--- src/rtl/snoop_ctrl_if.sv ---
// snoop_ctrl_if: system-bus request, directory lookup/update and writeback
// signals of the snoop controller. Defining SNOOP_STATS_EN adds HIT_CNT/INV_CNT.
interface snoop_ctrl_if;
   logic        BUS_VALID;
   logic [23:0] BUS_ADDR;
   logic        BUS_RW;
   logic        BUS_READY;
   logic        snoop;
   logic [23:0] ADDR;
   logic [1:0]  STATUS;
   logic        UPD_VALID;
   logic [7:0]  UPD_INDEX;
   logic [1:0]  UPD_STATE;
   logic        PINV;
   logic        SHARED;
   logic        WB_REQ;
   logic [23:0] WB_ADDR;
   logic        WB_ACK;
   logic        DONE;
`ifdef SNOOP_STATS_EN
   logic [15:0] HIT_CNT;
   logic [15:0] INV_CNT;
`endif

   // Controller side
   modport slave (
      input  BUS_VALID, BUS_ADDR, BUS_RW, STATUS, WB_ACK,
      output BUS_READY, snoop, ADDR, UPD_VALID, UPD_INDEX, UPD_STATE,
             PINV, SHARED, WB_REQ, WB_ADDR, DONE
`ifdef SNOOP_STATS_EN
      , HIT_CNT, INV_CNT
`endif
   );

   // Bus / directory / memory side
   modport master (
      output BUS_VALID, BUS_ADDR, BUS_RW, STATUS, WB_ACK,
      input  BUS_READY, snoop, ADDR, UPD_VALID, UPD_INDEX, UPD_STATE,
             PINV, SHARED, WB_REQ, WB_ADDR, DONE
`ifdef SNOOP_STATS_EN
      , HIT_CNT, INV_CNT
`endif
   );
endinterface

--- src/rtl/snoop_ctrl.sv ---
// snoop_ctrl: queues bus transactions, looks each one up in the cache
// directory, and applies the MESI snoop action (writeback, invalidate,
// downgrade, shared response). Optional macro SNOOP_STATS_EN adds
// saturating hit / invalidate counters.
module snoop_ctrl #(
   parameter int unsigned QDEPTH     = 4,
   parameter int unsigned LOOKUP_LAT = 1
) (
   input  logic        SCLK,
   input  logic        SRST,
   snoop_ctrl_if.slave bus
);
   localparam int unsigned PTR_W  = $clog2(QDEPTH);
   localparam int unsigned ADDR_W = 24;
   localparam int unsigned LAT_W  = 2;

   localparam logic [2:0] S_IDLE   = 3'd0;
   localparam logic [2:0] S_LOOKUP = 3'd1;
   localparam logic [2:0] S_WAIT   = 3'd2;
   localparam logic [2:0] S_WB     = 3'd3;
   localparam logic [2:0] S_RESP   = 3'd4;

   localparam logic [1:0] ST_I = 2'b00;
   localparam logic [1:0] ST_S = 2'b01;
   localparam logic [1:0] ST_M = 2'b11;

   typedef struct packed {
      logic [ADDR_W-1:0] addr;
      logic              rw;
   } req_t;

   req_t             mem_q [QDEPTH];
   req_t             mem_d [QDEPTH];
   logic [PTR_W:0]   wptr_q, wptr_d, rptr_q, rptr_d;
   logic             ready_q, ready_d;
   logic             empty_c, full_c, push_c, pop_c;

   logic [2:0]       state_q, state_d;
   logic [LAT_W-1:0] lat_q, lat_d;
   req_t             cur_q, cur_d;
   logic [1:0]       stat_q, stat_d;
   logic             snoop_q, snoop_d;
   logic             wb_req_q, wb_req_d;
   logic             done_q, done_d;
   logic             shared_q, shared_d;
   logic             pinv_q, pinv_d;
   logic             upd_valid_q, upd_valid_d;
   logic [7:0]       upd_index_q, upd_index_d;
   logic [1:0]       upd_state_q, upd_state_d;

   // Queue status; a pop frees the slot so a push is taken even when full
   always_comb begin
      empty_c = (wptr_q == rptr_q);
      full_c  = (wptr_q[PTR_W] != rptr_q[PTR_W]) &&
                (wptr_q[PTR_W-1:0] == rptr_q[PTR_W-1:0]);
      pop_c   = (state_q == S_IDLE) && !empty_c;
      push_c  = bus.BUS_VALID && (!full_c || pop_c);
   end

   // Queue storage and pointer update; ready reflects next occupancy
   always_comb begin
      mem_d  = mem_q;
      wptr_d = wptr_q;
      rptr_d = rptr_q;
      if (push_c) begin
         mem_d[wptr_q[PTR_W-1:0]] = '{addr: bus.BUS_ADDR, rw: bus.BUS_RW};
         wptr_d = wptr_q + (PTR_W+1)'(1);
      end
      if (pop_c) begin
         rptr_d = rptr_q + (PTR_W+1)'(1);
      end
      ready_d = !((wptr_d[PTR_W] != rptr_d[PTR_W]) &&
                  (wptr_d[PTR_W-1:0] == rptr_d[PTR_W-1:0]));
   end

   // Queue registers
   always_ff @(posedge SCLK or negedge SRST) begin
      if (!SRST) begin
         for (int unsigned i = 0; i < QDEPTH; i++) begin
            mem_q[i] <= '0;
         end
         wptr_q  <= '0;
         rptr_q  <= '0;
         ready_q <= 1'b1;
      end else begin
         mem_q   <= mem_d;
         wptr_q  <= wptr_d;
         rptr_q  <= rptr_d;
         ready_q <= ready_d;
      end
   end

   // Snoop FSM next state and next registered outputs
   always_comb begin
      state_d     = state_q;
      lat_d       = lat_q;
      cur_d       = cur_q;
      stat_d      = stat_q;
      snoop_d     = 1'b0;
      wb_req_d    = 1'b0;
      done_d      = 1'b0;
      shared_d    = 1'b0;
      pinv_d      = 1'b0;
      upd_valid_d = 1'b0;
      upd_index_d = 8'h00;
      upd_state_d = ST_I;

      case (state_q)
         S_IDLE: begin
            if (pop_c) begin
               cur_d   = mem_q[rptr_q[PTR_W-1:0]];
               snoop_d = 1'b1;
               state_d = S_LOOKUP;
            end
         end
         S_LOOKUP: begin
            lat_d   = LAT_W'(LOOKUP_LAT - 1);
            state_d = S_WAIT;
         end
         S_WAIT: begin
            if (lat_q == '0) begin
               stat_d = bus.STATUS;
               if (bus.STATUS == ST_M) begin
                  wb_req_d = 1'b1;
                  state_d  = S_WB;
               end else begin
                  state_d  = S_RESP;
               end
            end else begin
               lat_d = lat_q - LAT_W'(1);
            end
         end
         S_WB: begin
            if (bus.WB_ACK) begin
               state_d  = S_RESP;
            end else begin
               wb_req_d = 1'b1;
            end
         end
         S_RESP: begin
            state_d = S_IDLE;
         end
         default: begin
            state_d = S_IDLE;
         end
      endcase

      // MESI action for the one-cycle response
      if (state_d == S_RESP) begin
         done_d = 1'b1;
         if (stat_d != ST_I) begin
            if (cur_q.rw) begin
               pinv_d      = 1'b1;
               upd_valid_d = 1'b1;
               upd_state_d = ST_I;
            end else begin
               shared_d = 1'b1;
               if (stat_d != ST_S) begin
                  upd_valid_d = 1'b1;
                  upd_state_d = ST_S;
               end
            end
         end
         if (upd_valid_d) begin
            upd_index_d = cur_q.addr[7:0];
         end
      end
   end

   // FSM and output registers; reset drops a pending writeback at once
   always_ff @(posedge SCLK or negedge SRST) begin
      if (!SRST) begin
         state_q     <= S_IDLE;
         lat_q       <= '0;
         cur_q       <= '0;
         stat_q      <= ST_I;
         snoop_q     <= 1'b0;
         wb_req_q    <= 1'b0;
         done_q      <= 1'b0;
         shared_q    <= 1'b0;
         pinv_q      <= 1'b0;
         upd_valid_q <= 1'b0;
         upd_index_q <= 8'h00;
         upd_state_q <= ST_I;
      end else begin
         state_q     <= state_d;
         lat_q       <= lat_d;
         cur_q       <= cur_d;
         stat_q      <= stat_d;
         snoop_q     <= snoop_d;
         wb_req_q    <= wb_req_d;
         done_q      <= done_d;
         shared_q    <= shared_d;
         pinv_q      <= pinv_d;
         upd_valid_q <= upd_valid_d;
         upd_index_q <= upd_index_d;
         upd_state_q <= upd_state_d;
      end
   end

   assign bus.BUS_READY = ready_q;
   assign bus.snoop     = snoop_q;
   assign bus.ADDR      = cur_q.addr;
   assign bus.WB_REQ    = wb_req_q;
   assign bus.WB_ADDR   = cur_q.addr;
   assign bus.DONE      = done_q;
   assign bus.SHARED    = shared_q;
   assign bus.PINV      = pinv_q;
   assign bus.UPD_VALID = upd_valid_q;
   assign bus.UPD_INDEX = upd_index_q;
   assign bus.UPD_STATE = upd_state_q;

`ifdef SNOOP_STATS_EN
   logic [15:0] hit_cnt_q, hit_cnt_d;
   logic [15:0] inv_cnt_q, inv_cnt_d;

   // Saturating hit / invalidate counters, bumped during the response cycle
   always_comb begin
      hit_cnt_d = hit_cnt_q;
      inv_cnt_d = inv_cnt_q;
      if (state_q == S_RESP) begin
         if ((stat_q != ST_I) && (hit_cnt_q != 16'hFFFF)) begin
            hit_cnt_d = hit_cnt_q + 16'd1;
         end
         if (pinv_q && (inv_cnt_q != 16'hFFFF)) begin
            inv_cnt_d = inv_cnt_q + 16'd1;
         end
      end
   end

   // Counter registers
   always_ff @(posedge SCLK or negedge SRST) begin
      if (!SRST) begin
         hit_cnt_q <= 16'h0000;
         inv_cnt_q <= 16'h0000;
      end else begin
         hit_cnt_q <= hit_cnt_d;
         inv_cnt_q <= inv_cnt_d;
      end
   end

   assign bus.HIT_CNT = hit_cnt_q;
   assign bus.INV_CNT = inv_cnt_q;
`endif
endmodule

--- src/flat_wrapper.sv ---
// flat-port wrapper written by rule: the top's interface ports become plain ports
module snoop_ctrl_flat 
#(
   parameter int unsigned QDEPTH     = 4,
   parameter int unsigned LOOKUP_LAT = 1
)
  (SCLK, SRST, bus_BUS_VALID, bus_BUS_ADDR, bus_BUS_RW, bus_STATUS, bus_WB_ACK, bus_BUS_READY, bus_snoop, bus_ADDR, bus_UPD_VALID, bus_UPD_INDEX, bus_UPD_STATE, bus_PINV, bus_SHARED, bus_WB_REQ, bus_WB_ADDR, bus_DONE);
  snoop_ctrl_if bus_i ();
  input  logic SCLK;
  input  logic SRST;
  input wire logic [$bits(bus_i.BUS_VALID)-1:0] bus_BUS_VALID;
  input wire logic [$bits(bus_i.BUS_ADDR)-1:0] bus_BUS_ADDR;
  input wire logic [$bits(bus_i.BUS_RW)-1:0] bus_BUS_RW;
  input wire logic [$bits(bus_i.STATUS)-1:0] bus_STATUS;
  input wire logic [$bits(bus_i.WB_ACK)-1:0] bus_WB_ACK;
  output wire logic [$bits(bus_i.BUS_READY)-1:0] bus_BUS_READY;
  output wire logic [$bits(bus_i.snoop)-1:0] bus_snoop;
  output wire logic [$bits(bus_i.ADDR)-1:0] bus_ADDR;
  output wire logic [$bits(bus_i.UPD_VALID)-1:0] bus_UPD_VALID;
  output wire logic [$bits(bus_i.UPD_INDEX)-1:0] bus_UPD_INDEX;
  output wire logic [$bits(bus_i.UPD_STATE)-1:0] bus_UPD_STATE;
  output wire logic [$bits(bus_i.PINV)-1:0] bus_PINV;
  output wire logic [$bits(bus_i.SHARED)-1:0] bus_SHARED;
  output wire logic [$bits(bus_i.WB_REQ)-1:0] bus_WB_REQ;
  output wire logic [$bits(bus_i.WB_ADDR)-1:0] bus_WB_ADDR;
  output wire logic [$bits(bus_i.DONE)-1:0] bus_DONE;
  assign bus_i.BUS_VALID = bus_BUS_VALID;
  assign bus_i.BUS_ADDR = bus_BUS_ADDR;
  assign bus_i.BUS_RW = bus_BUS_RW;
  assign bus_i.STATUS = bus_STATUS;
  assign bus_i.WB_ACK = bus_WB_ACK;
  assign bus_BUS_READY = bus_i.BUS_READY;
  assign bus_snoop = bus_i.snoop;
  assign bus_ADDR = bus_i.ADDR;
  assign bus_UPD_VALID = bus_i.UPD_VALID;
  assign bus_UPD_INDEX = bus_i.UPD_INDEX;
  assign bus_UPD_STATE = bus_i.UPD_STATE;
  assign bus_PINV = bus_i.PINV;
  assign bus_SHARED = bus_i.SHARED;
  assign bus_WB_REQ = bus_i.WB_REQ;
  assign bus_WB_ADDR = bus_i.WB_ADDR;
  assign bus_DONE = bus_i.DONE;
  snoop_ctrl #(.QDEPTH(QDEPTH), .LOOKUP_LAT(LOOKUP_LAT)) u_core (.SCLK(SCLK), .SRST(SRST), .bus(bus_i));
endmodule
--- config.mk ---
export PLATFORM = sky130hd
export DESIGN_NAME = snoop_ctrl_flat
export DESIGN_NICKNAME = d
export VERILOG_FILES = /design/src/rtl/snoop_ctrl_if.sv /design/src/rtl/snoop_ctrl.sv /design/src/flat_wrapper.sv
export SDC_FILE = /design/constraint.sdc
export NUM_CORES = 1
export LEC_CHECK = 0
export ABC_CLOCK_PERIOD_IN_PS = 2110
export CAP_MARGIN = 20
export CORE_MARGIN = 2
export CORE_UTILIZATION = 50
export CTS_CLUSTER_DIAMETER = 60
export DETAILED_ROUTE_END_ITERATION = 7
export PLACE_DENSITY = 0.73
export SLEW_MARGIN = 20
export SYNTH_ARGS = -nofsm -noshare
export SYNTH_HDL_FRONTEND = slang
export SYNTH_SLANG_ARGS = --single-unit
--- constraint.sdc ---
create_clock -name SCLK -period 2.11 [get_ports SCLK]
set_input_delay 0.422 -clock SCLK [delete_from_list [all_inputs] [get_ports SCLK]]
set_output_delay 0.422 -clock SCLK [all_outputs]
set_load 0.02 [all_outputs]
==> results.sh <==
export IMPL_status="completed"
export IMPL_portBuffers=94
export IMPL_critPathKind="reg -> reg"
export IMPL_area_growth_pct=22.6
export IMPL_post_route_drc_count=0
export IMPL_grt_pass1_wl_mm=22.0
export IMPL_final_util=0.632
export IMPL_ys_types=40
export IMPL_tns_ns=0
export IMPL_dr_total_vias=3828
export IMPL_setup_ws_ns=0.155
export IMPL_synth_area_um2=7210
export IMPL_clk_pin_slew_worst_paths_ns=0.06
export IMPL_die_h_um=124
export IMPL_grt_pass1_vias=4188
export IMPL_rsz0062_at_grt="false"
export IMPL_yosys_area_top_type_share=0.531
export IMPL_maxCapViolations=0
export IMPL_drt_vias_per_instance=5.33
export IMPL_fmax_mhz=511
export IMPL_root_buffer="clkbuf_16"
export IMPL_ant_nets=0
export IMPL_hpwlAfterDp_mm=8.85
export IMPL_synth_edff_count=0
export IMPL_cts_buffers=17
export IMPL_fin_crit_ns=1.96
export IMPL_power_density_nw_per_um2=1830
export IMPL_synth_most_common_cell="dfrtp_1"
export IMPL_p_total_mw=16.2
export IMPL_die_area_um2=15400
export IMPL_place_area_um2=8210
export IMPL_fin_skew_ns=0.00758
export IMPL_start_kind="flip-flop"
export IMPL_track_usage=0.193
export IMPL_fin_area_um2=8840
export IMPL_synth_area_leaders="dfrtp_1 53%, mux2_4 12%, mux2_2 10%"
export IMPL_grt_max_degree=43
export IMPL_insertedDiodeCount=0
export IMPL_cp_arrival_ns=2.25
export IMPL_firstDrtPassIters=4
export IMPL_ios=96
export IMPL_fp_dieW_um=124
export IMPL_drt_iter0_markers=132
export IMPL_report_final_slew_viol_count=0
export IMPL_ir_drop_v=0.000868
export IMPL_tritoncts="done"
export IMPL_pre_cts_ws_ns=-0.0000873
export IMPL_clockBufferDepth=2
export IMPL_grt_overflow=0
export IMPL_period_share=0.927
export IMPL_synth_warning_count=0
export IMPL_crit_fanout=12
export IMPL_yosys_area_top_type="dfrtp_1"
export IMPL_initial_core_util=0.516
export IMPL_p_leak_nw=3.98
export IMPL_hp_class="in -> async"
export IMPL_async_reset_ff_frac=1.00
export IMPL_antenna_found_initial=0
export IMPL_syn_nets=494
export IMPL_fillCellCount=1019
export IMPL_wire_per_inst_um=18.9
export IMPL_critPathRequiredTime_ns=2.41
export IMPL_synth_seq_area_share=0.534
export IMPL_syn_area_per_cell_um2=15.8
export IMPL_cts_setup_buffers=0
export IMPL_finalHoldViolCount=0
export IMPL_ys_flop_type="dfrtp_1"
export IMPL_insertion_delay_ns=0.42
export IMPL_setup_viol=0
export IMPL_nets=563
export IMPL_drive_above_1_share=0.405
export IMPL_synth_cells=457
export IMPL_cts_sinks=154
export IMPL_drt_wl_total_mm=13.6
export IMPL_core_area_um2=14000
export IMPL_std_cell_rows=43
export IMPL_end_kind="flip-flop"
export IMPL_synth_seq_cells=154
export IMPL_cts_max_level=4
export IMPL_place_congestion=0.774
export IMPL_synth_common_cells="153 x dfrtp_1, 67 x mux2_2, 60 x mux2_4"
-- sequential cells by signal, indices dropped and copies added (netlist names) --
| signal | cells |
|---|---|
| u_core.mem_q | 100 |
| u_core.bus.UPD_STATE | 1 |
| u_core.bus.DONE | 1 |
| u_core.bus.SHARED | 1 |
| u_core.stat_q | 2 |
| u_core.bus.UPD_VALID | 1 |
| u_core.wptr_q | 3 |
| u_core.rptr_q | 3 |
| u_core.bus.ADDR | 24 |
| u_core.bus.PINV | 1 |
| u_core.cur_q | 1 |
| u_core.bus.BUS_READY | 1 |
| u_core.bus.snoop | 1 |
| u_core.bus.WB_REQ | 1 |
| u_core.bus.UPD_INDEX | 8 |
| u_core.state_q | 3 |
| u_core.lat_q | 2 |
-- cells in the final DEF, fill, tap and decap left out, drive strengths merged, types with 6 or more instances in the layout --
master,count
dfrtp,153
mux2,127
clkdlybuf4s50,93
mux4,25
buf,24
clkbuf,20
inv,15
nand2,10
and2,9
ha,6
xnor2,6
-- per-layer routing --
layer | vias to the layer above | GRT usage | wire length, µm
li1 | 1703 | - | -
met1 | 2018 | 0.249 | 6150
met2 | 86 | 0.319 | 6760
met3 | 21 | 0.0458 | 444
met4 | 0 | 0.0695 | 210
met5 | - | 0 | 0
-- timing repair --
item | 4_1_cts | 5_1_grt
hold endpoints to repair | 24 | 0
gates resized for setup | 1 | 1
hold buffers | 1 | 0
setup endpoints to repair | 1 | 73
-- cells by family (layout without fill, tap and decap cells) --
kind of cell,after synthesis,count (layout),synth area share
other cells,1,1,0.000520
mux,157,157,0.314
buf+inv,81,162,0.0779
compound gates,15,15,0.0198
fa+ha+maj,6,6,0.0104
simple gates,33,33,0.0283
flops,154,154,0.534
xor+xnor,10,10,0.0142
-- power breakdown --
group / total [mW] / switching, mW / internal [mW]
Clock: 3.21 / 1.20 / 2.01
Combinational: 7.66 / 3.17 / 4.49
Sequential: 5.33 / 0.894 / 4.43
-- path summary, 6_finish.rpt --
path / start / end / slack, ns / cells after the start
worst min-delay path: SRST / u_core.lat_q[0] / 0.45 / 2
worst max-delay path: u_core.state_q[2] / u_core.mem_q[67] / 0.15 / 5
min in group SCLK: u_core.mem_q[52] / u_core.mem_q[52] / 0.50 / 1
worst min register to register: u_core.mem_q[52] / u_core.mem_q[52] / 0.50 / 1
worst max register to register: u_core.state_q[2] / u_core.mem_q[67] / 0.15 / 5
max in group asynchronous: SRST / u_core.bus.ADDR[3] / 1.05 / 3
-- worst max-delay path, cell delays in order, from the launching register on --
cell	delay, ns
dfrtp_1	0.45
or3_4	0.44
a41oi_4	0.34
nand2_4	0.12
buf_12	0.17
mux2_4	0.30
-- metrics by stage --
stage               hold slack, ns  instances
floorplan                    0.126        457
global placement             0.315        686
detailed placement           0.319        686
CTS                          0.446        718
global route                 0.454        718
finish                       0.449        718
-- layout make-up --
| type | instances | area [µm²] | area share |
|---|---|---|---|
| Clock buffer | 20 | 447 | 0.0505 |
| Clock inverter | 11 | 169 | 0.0191 |
| Inverter | 13 | 48.8 | 0.00552 |
| Multi-Input combinational cell | 222 | 2820 | 0.319 |
| Sequential cell | 154 | 3860 | 0.436 |
| Tap cell | 180 | 225 | 0.0255 |
| Timing Repair Buffer | 118 | 1270 | 0.144 |
(Power assumes the default switching activity.)
